==> config.mk <==
export PLATFORM = sky130hd
export DESIGN_NAME = qc12864_bus_arbiter
export DESIGN_NICKNAME = d
export VERILOG_FILES = /design/src/rtl/qc12864_bus_arbiter.sv
export SDC_FILE = /design/constraint.sdc
export NUM_CORES = 1
export LEC_CHECK = 0
export CAP_MARGIN = 20
export CELL_PAD_IN_SITES_DETAIL_PLACEMENT = 1
export CELL_PAD_IN_SITES_GLOBAL_PLACEMENT = 1
export CORE_MARGIN = 1
export CORE_UTILIZATION = 30
export DETAILED_ROUTE_END_ITERATION = 10
export GPL_ROUTABILITY_DRIVEN = 0
export PLACE_DENSITY = 0.73
export SYNTH_ARGS = -nofsm -noshare
export SYNTH_HDL_FRONTEND = slang
export SYNTH_SLANG_ARGS = --single-unit
export TNS_END_PERCENT = 1
==> constraint.sdc <==
create_clock -name clk_i -period 5.87 [get_ports clk_i]
set_clock_uncertainty 0.1 [all_clocks]
set_input_delay 0.8805 -clock clk_i [delete_from_list [all_inputs] [get_ports clk_i]]
set_output_delay 0.8805 -clock clk_i [all_outputs]
set_load 0.05 [all_outputs]
==> src/rtl/qc12864_bus_arbiter.sv <==
// Two-source arbiter for the QC12864 (ST7920) parallel bus: turns each accepted
// 9-bit {rs, data} word into one full write cycle, with burst ownership and round-robin handoff.
module qc12864_bus_arbiter #(
  parameter int SETUP_CYC    = 2,
  parameter int E_HIGH_CYC   = 8,
  parameter int GAP_CYC      = 100,
  parameter int LONG_GAP_CYC = 2000
) (
  input  logic       clk_i,
  input  logic       rst_ni,
  input  logic       req0_i,
  input  logic [8:0] word0_i,
  output logic       ack0_o,
  input  logic       req1_i,
  input  logic [8:0] word1_i,
  output logic       ack1_o,
  output logic [1:0] grant_o,
  output logic       busy_o,
  output logic       lcd_rs_o,
  output logic       lcd_rw_o,
  output logic       lcd_e_o,
  output logic [7:0] lcd_db_o
);

  typedef enum logic [1:0] {IDLE, SETUP, STROBE, GAP} state_e;

  localparam logic [15:0] SETUP_LD  = 16'(SETUP_CYC);
  localparam logic [15:0] STROBE_LD = 16'(E_HIGH_CYC - 1);
  localparam logic [15:0] GAP_LD    = 16'(GAP_CYC - 1);
  localparam logic [15:0] LGAP_LD   = 16'(LONG_GAP_CYC - 1);

  state_e      state_q;
  logic [15:0] cnt_q;
  logic [1:0]  grant_q;
  logic        prio_q;
  logic        ack0_q, ack1_q, busy_q, lcd_rs_q, lcd_e_q;
  logic [7:0]  lcd_db_q;

  logic [1:0]       req;
  logic [1:0][8:0]  word;
  logic             sel_vld, sel;
  logic             is_clr;
  logic [15:0]      gap_ld;

  assign req  = {req1_i, req0_i};
  assign word = {word1_i, word0_i};

  // Owner keeps the bus while it holds req; otherwise the requester not served last wins.
  always_comb begin
    sel_vld = 1'b1;
    sel     = 1'b0;
    if (grant_q[0] && req[0])      sel = 1'b0;
    else if (grant_q[1] && req[1]) sel = 1'b1;
    else if (&req)                 sel = prio_q;
    else if (req[0])               sel = 1'b0;
    else if (req[1])               sel = 1'b1;
    else                           sel_vld = 1'b0;
  end

  assign is_clr = !lcd_rs_q && (lcd_db_q == 8'h01);
  assign gap_ld = is_clr ? LGAP_LD : GAP_LD;

  always_ff @(posedge clk_i or negedge rst_ni) begin
    if (!rst_ni) begin
      state_q  <= IDLE;
      cnt_q    <= '0;
      grant_q  <= '0;
      prio_q   <= 1'b0;
      ack0_q   <= 1'b0;
      ack1_q   <= 1'b0;
      busy_q   <= 1'b0;
      lcd_rs_q <= 1'b0;
      lcd_e_q  <= 1'b0;
      lcd_db_q <= '0;
    end else begin
      ack0_q <= 1'b0;
      ack1_q <= 1'b0;
      case (state_q)
        IDLE: begin
          if (sel_vld) begin
            grant_q  <= sel ? 2'b10 : 2'b01;
            ack0_q   <= !sel;
            ack1_q   <= sel;
            prio_q   <= !sel;
            lcd_rs_q <= word[sel][8];
            lcd_db_q <= word[sel][7:0];
            cnt_q    <= SETUP_LD;
            busy_q   <= 1'b1;
            state_q  <= SETUP;
          end else begin
            grant_q <= 2'b00;
          end
        end
        SETUP: begin
          if (cnt_q == 16'd0) begin
            lcd_e_q <= 1'b1;
            cnt_q   <= STROBE_LD;
            state_q <= STROBE;
          end else begin
            cnt_q <= cnt_q - 16'd1;
          end
        end
        STROBE: begin
          if (cnt_q == 16'd0) begin
            lcd_e_q <= 1'b0;
            cnt_q   <= gap_ld;
            // A one-cycle gap is just the IDLE cycle itself.
            if (gap_ld == 16'd0) begin
              busy_q  <= 1'b0;
              state_q <= IDLE;
            end else begin
              state_q <= GAP;
            end
          end else begin
            cnt_q <= cnt_q - 16'd1;
          end
        end
        GAP: begin
          if (cnt_q <= 16'd1) begin
            busy_q  <= 1'b0;
            state_q <= IDLE;
          end else begin
            cnt_q <= cnt_q - 16'd1;
          end
        end
        default: state_q <= IDLE;
      endcase
    end
  end

  assign ack0_o   = ack0_q;
  assign ack1_o   = ack1_q;
  assign grant_o  = grant_q;
  assign busy_o   = busy_q;
  assign lcd_rs_o = lcd_rs_q;
  assign lcd_rw_o = 1'b0;
  assign lcd_e_o  = lcd_e_q;
  assign lcd_db_o = lcd_db_q;

endmodule

* Word-level counts from Yosys, hierarchy flattened *
Index checks and enable logic that the tools add are counted.

operators by class
  add/subtract/negate cells = 1
  magnitude comparators = 2
  equality and inequality tests = 10
  mux-type cells = 37
  reductions and logical operators = 16

operators with widths
  cell                                                        count
  two-way mux 16 bit                                          4
  one-hot mux 16 bit (4 select lines)                         1
  logical NOT 16 bit                                          2
  two-way mux 1 bit                                           19
  two-way mux 9 bit                                           2
  <= comparator 16 x 1 -> 1 bit, second input constant        1
  subtractor 16 x 1 -> 16 bit, second input constant          1
  two-way mux 2 bit                                           7
  inequality test 2 bit, second input constant                6
  two-way mux 11 bit                                          1
  == test 8 x 1 -> 1 bit, second input constant               1
  one-hot mux 2 bit (4 select lines)                          1
  AND reduction 2 bit                                         3
  AND reduction 5 bit                                         1
  == test 2 bit, second input constant                        2
  AND reduction 4 bit                                         1
  logical AND 1 bit                                           3
  one-hot mux 1 bit (3 select lines)                          1
  AND reduction 3 bit                                         1
  nonzero test 3 bit                                          1
  == test 2 x 1 -> 1 bit, second input constant               1
  logical NOT 1 bit                                           2
  logical NOT 2 bit                                           1
  less-than comparator 1 x 2 -> 1 bit, second input constant  1
  other kinds (2)                                             2

storage, ports and cells
  bits in registers = 34
  input bits = 22
  word-level logic and storage cells = 76

* Depth between registers and ports, before layout *
  depth after elaboration = 8
  gate-level depth with buffers = 9
  gate-level depth less buffers = 7

* Least setup slack after synthesis *
OpenSTA, ideal clock, no wires.

  kind = register to register
  from = register cnt_q[0]
  to = register cnt_q[3]
  arrival = 2,006 ps
  required time = 5,649 ps
  path slack = 3,643 ps
  stages on the path, launching flop included = 9
  buffers on the path = 2
  path through = dfrtp_1 inv_1 ha_1 nor2_1 or4b_1 o21a_1 buf_2 clkbuf_1 a22o_2

between the ends
  word-level cells in the longest chain between the ends = 3

ends and longest elaborated chain
  element                                                                     line           text
  start: declaration                                                          33             logic [15:0] cnt_q;
  start signal: assignment                                                    100            cnt_q <= cnt_q - 16'd1;
  start signal: assignment                                                    106            cnt_q <= gap_ld;
  start signal: assignment                                                    115            cnt_q <= cnt_q - 16'd1;
  subtractor 16 x 1 -> 16 bit (tied with other cells)                         100, 115, 123
  two-way mux 16 bit (tied with other cells)                                  119            if (cnt_q <= 16'd1) begin
  one-hot mux 16 bit (4 select lines) or AND reduction 2 bit (tied branches)  -

Parallel ways exist; a longest one is shown, timed or not. The select of a mux whose other input is x is not followed.
A chain may end at the register's enable or synchronous reset.

* Worst setup path in the final report *
  from = register cnt_q[0]
  to = register cnt_q[12]

Same word-level chain as after synthesis.

==> impl_metrics.json <==
{
  "status": "finished, final reports clean",
  "clk_latency_ps": 290,
  "avgSynthCellArea_um2": 9.73,
  "syn_inst": 208,
  "final-max-slew-violation-count": 0,
  "clock_path_buffers": 2,
  "hp-start": "lcd_e_o$_DFFE_PN0P_",
  "setup_tns_ps": 0,
  "final_common_cell": "clkdlybuf4s50_1",
  "n_fill_cell": 719,
  "first_pass_iters": 4,
  "grt_usage_pct": 17.1,
  "end_kind": "flop",
  "async_reset_ff_share_pct": 100,
  "use_met2_pct": 28.5,
  "startpoint": "cnt_q[0]$_DFFE_PN0P_",
  "area_delta_synth_final_pct": 26.1,
  "p_per_area_nw_per_um2": 187,
  "path_clk_slew_ps": 80,
  "netlist_top_cells_area": "dfrtp_1, a222oi_1, ha_1",
  "dp_hpwl_um": 4080,
  "finalCritPeriodShare_pct": 45.1,
  "vdd_drop_max_mv": 0.132,
  "clock-sinks": 34,
  "criticalPathCategory": "reg -> reg",
  "grt_use_met3_pct": 4.82,
  "ys_warn_count": 0,
  "h-tree-depth": 2,
  "hold_buffers": 0,
  "arrival_ps": 2760,
  "grt-ovfl-total": 0,
  "path_buf_inv": 2,
  "grt_pass1_wl_um": 9630,
  "die_area_um2": 7080,
  "crit_path_cell_trace": "inv_1 -> ha_1 -> nor2_1 -> or4b_1 -> o21ai_2 -> inv_1 -> a31oi_1",
  "post_cts_resized": 0,
  "synth_ff_type": "dfrtp_1",
  "relSlewSlack_pct": 40.0,
  "setup_viol": 0,
  "n_antenna_cell": 0,
  "numPortBuffers": 36,
  "coreArea_um2": 6420,
  "wl_per_cell_um": 17.4,
  "ys_seq_area_share_pct": 42.0,
  "synth.top_cell.area_share_pct": 42.0,
  "crit_fanout": 16,
  "die_h_um": 84.1,
  "synth.ff_latch_count": 34,
  "max_cap_violations": 0,
  "fmax_mhz": 378,
  "slowest_delay_ps": 630,
  "synthDistinctLibCells": 58,
  "synth_edf_count": 0,
  "first_global_vias": 1941,
  "fin_crit_ps": 2650,
  "drt_iter0_markers": 66,
  "critical-path-top-delay-family": "compound AO/OA/AOI/OAI gates",
  "antenna_found_initial": 0,
  "drc": 0,
  "busiest_layer": "met2",
  "postCtsSetupBuffers": 0,
  "final_cells": 321,
  "die_x_um": 84.1,
  "wl_um": 5590,
  "rsz0062_at_grt": "false",
  "cp_common_cell": "inv_1",
  "p_leak_nw": 1.08,
  "startpoint_type": "flop",
  "drive_gt1_share_pct": 10.7,
  "tightest_slew_ps": 900,
  "r2r-start": "cnt_q[0]$_DFFE_PN0P_",
  "start_util_pct": 31.5,
  "cts_buffers": 5,
  "rows": 29,
  "finalNetCount": 271,
  "syn-cell-area_um2": 2020,
  "grt_use_met1_pct": 22.2,
  "ant_nets": 0,
  "yosysTopAreaCell": "dfrtp_1",
  "hold_viol_final": 0,
  "cts_tree": "built",
  "worst_ep_required_time_ps": 5980,
  "final_cell_mix": "clkdlybuf4s50_1, dfrtp_1, nor2_1",
  "crit_slowest_cell": "o21ai_2",
  "ios": 38,
  "cts_root_buffer": "clkbuf_8",
  "hold_path_class": "reg -> reg",
  "grt_max_degree": 35,
  "routed-via-count": 1812,
  "dp_cells": 313,
  "vias_per_cell": 5.64,
  "syn-num-nets": 236
}
[path summary, 6_finish.rpt]
path	cells past startpoint	slack, ps	to
worst min-delay path	2	420	lcd_e_o$_DFFE_PN0P_
min in group asynchronous	1	560	cnt_q[12]$_DFFE_PN0P_
worst max-delay path	7	3220	cnt_q[12]$_DFFE_PN0P_
max in group asynchronous	1	4610	busy_o$_DFFE_PN0P_
worst max register to register	7	3220	cnt_q[12]$_DFFE_PN0P_
worst min register to register	2	420	lcd_e_o$_DFFE_PN0P_
[area by class of cell]
| cell class | count | area, um2 | area share [%] |
|---|---|---|---|
| flip-flops and latches | 34 | 851 | 33.3 |
| inverters | 20 | 75.1 | 2.94 |
| clock inverters | 3 | 45.0 | 1.76 |
| multi-input cells | 145 | 1050 | 41.3 |
| repair buffers | 37 | 363 | 14.2 |
| well taps | 77 | 96.3 | 3.77 |
| clock buffers | 5 | 68.8 | 2.69 |
[registers in the layout, summed over array words and instances (netlist names)]
| name | flops |
|---|---|
| ack0_o | 1 |
| cnt_q | 16 |
| grant_o | 2 |
| lcd_db_o | 8 |
| lcd_rs_o | 1 |
| prio_q | 1 |
| busy_o | 1 |
| ack1_o | 1 |
| lcd_e_o | 1 |
| state_q | 2 |
[power breakdown]
group	switching, mW	internal, mW
sequential	0	0.234
combinational	0.00867	0.0119
clock	0.0956	0.126
[worst register-to-register path: cells and delay by family (launching register included)]
family          cells  cell delay, ps
compound gates      2             830
simple gates        2             650
fa+ha+maj           1             260
flops               1             430
buf+inv             2             310
[Yosys cell counts, types with 2 or more instances]
cell type,n
a211oi_1,2
nor2_1,20
nand2_1,9
o21a_1,2
nand3_1,9
or4_4,2
nor4_1,2
nor4_2,2
nor3_2,2
nand4_1,3
a21oi_1,7
ha_1,6
o2111a_1,2
dfrtp_1,34
o21ai_0,7
buf_2,5
nand3b_1,4
a31oi_1,8
or4_1,3
nor3_1,5
o211ai_1,4
a222oi_1,9
a21o_1,4
xor2_1,2
inv_1,19
a32o_1,2
clkbuf_1,3
[layer usage]
layer | wire length [um] | share of wire, %
met2 | 2630 | 47
met5 | 0 | 0
met3 | 324 | 5.8
met4 | 10 | 0.18
met1 | 2630 | 47
[stage by stage]
| step | setup WS [ps] | util (%) | hold slack (ps) | power [mW] | area (um2) |
|---|---|---|---|---|---|
| after detailed placement | 3210 | 38.0 | 394 | 0.260 | 2440 |
| after global routing | 2990 | 39.8 | 439 | 0.494 | 2550 |
| after CTS | 3230 | 39.8 | 421 | 0.484 | 2550 |
| final | 3220 | 39.8 | 419 | 0.477 | 2550 |
| after floorplan | 3640 | - | 391 | 0.241 | 2020 |
| after global placement | 3280 | 38.0 | 388 | 0.259 | 2440 |
[kinds of logic (layout without fill, tap and decap cells)]
kind of cell	count (synthesis)	in the layout	share of synthesized area, %
and+or+nand+nor	75	75	23.2
AOI/OAI and AO/OA	59	59	23.1
DFF	34	34	42.0
buffers and inverters	29	65	5.87
adders and majority gates	6	6	3.71
xor gates and xnor gates	3	3	1.30
other	1	1	0.185
muxes	1	1	0.556
Note: power is estimated with default switching activity, not from simulation.
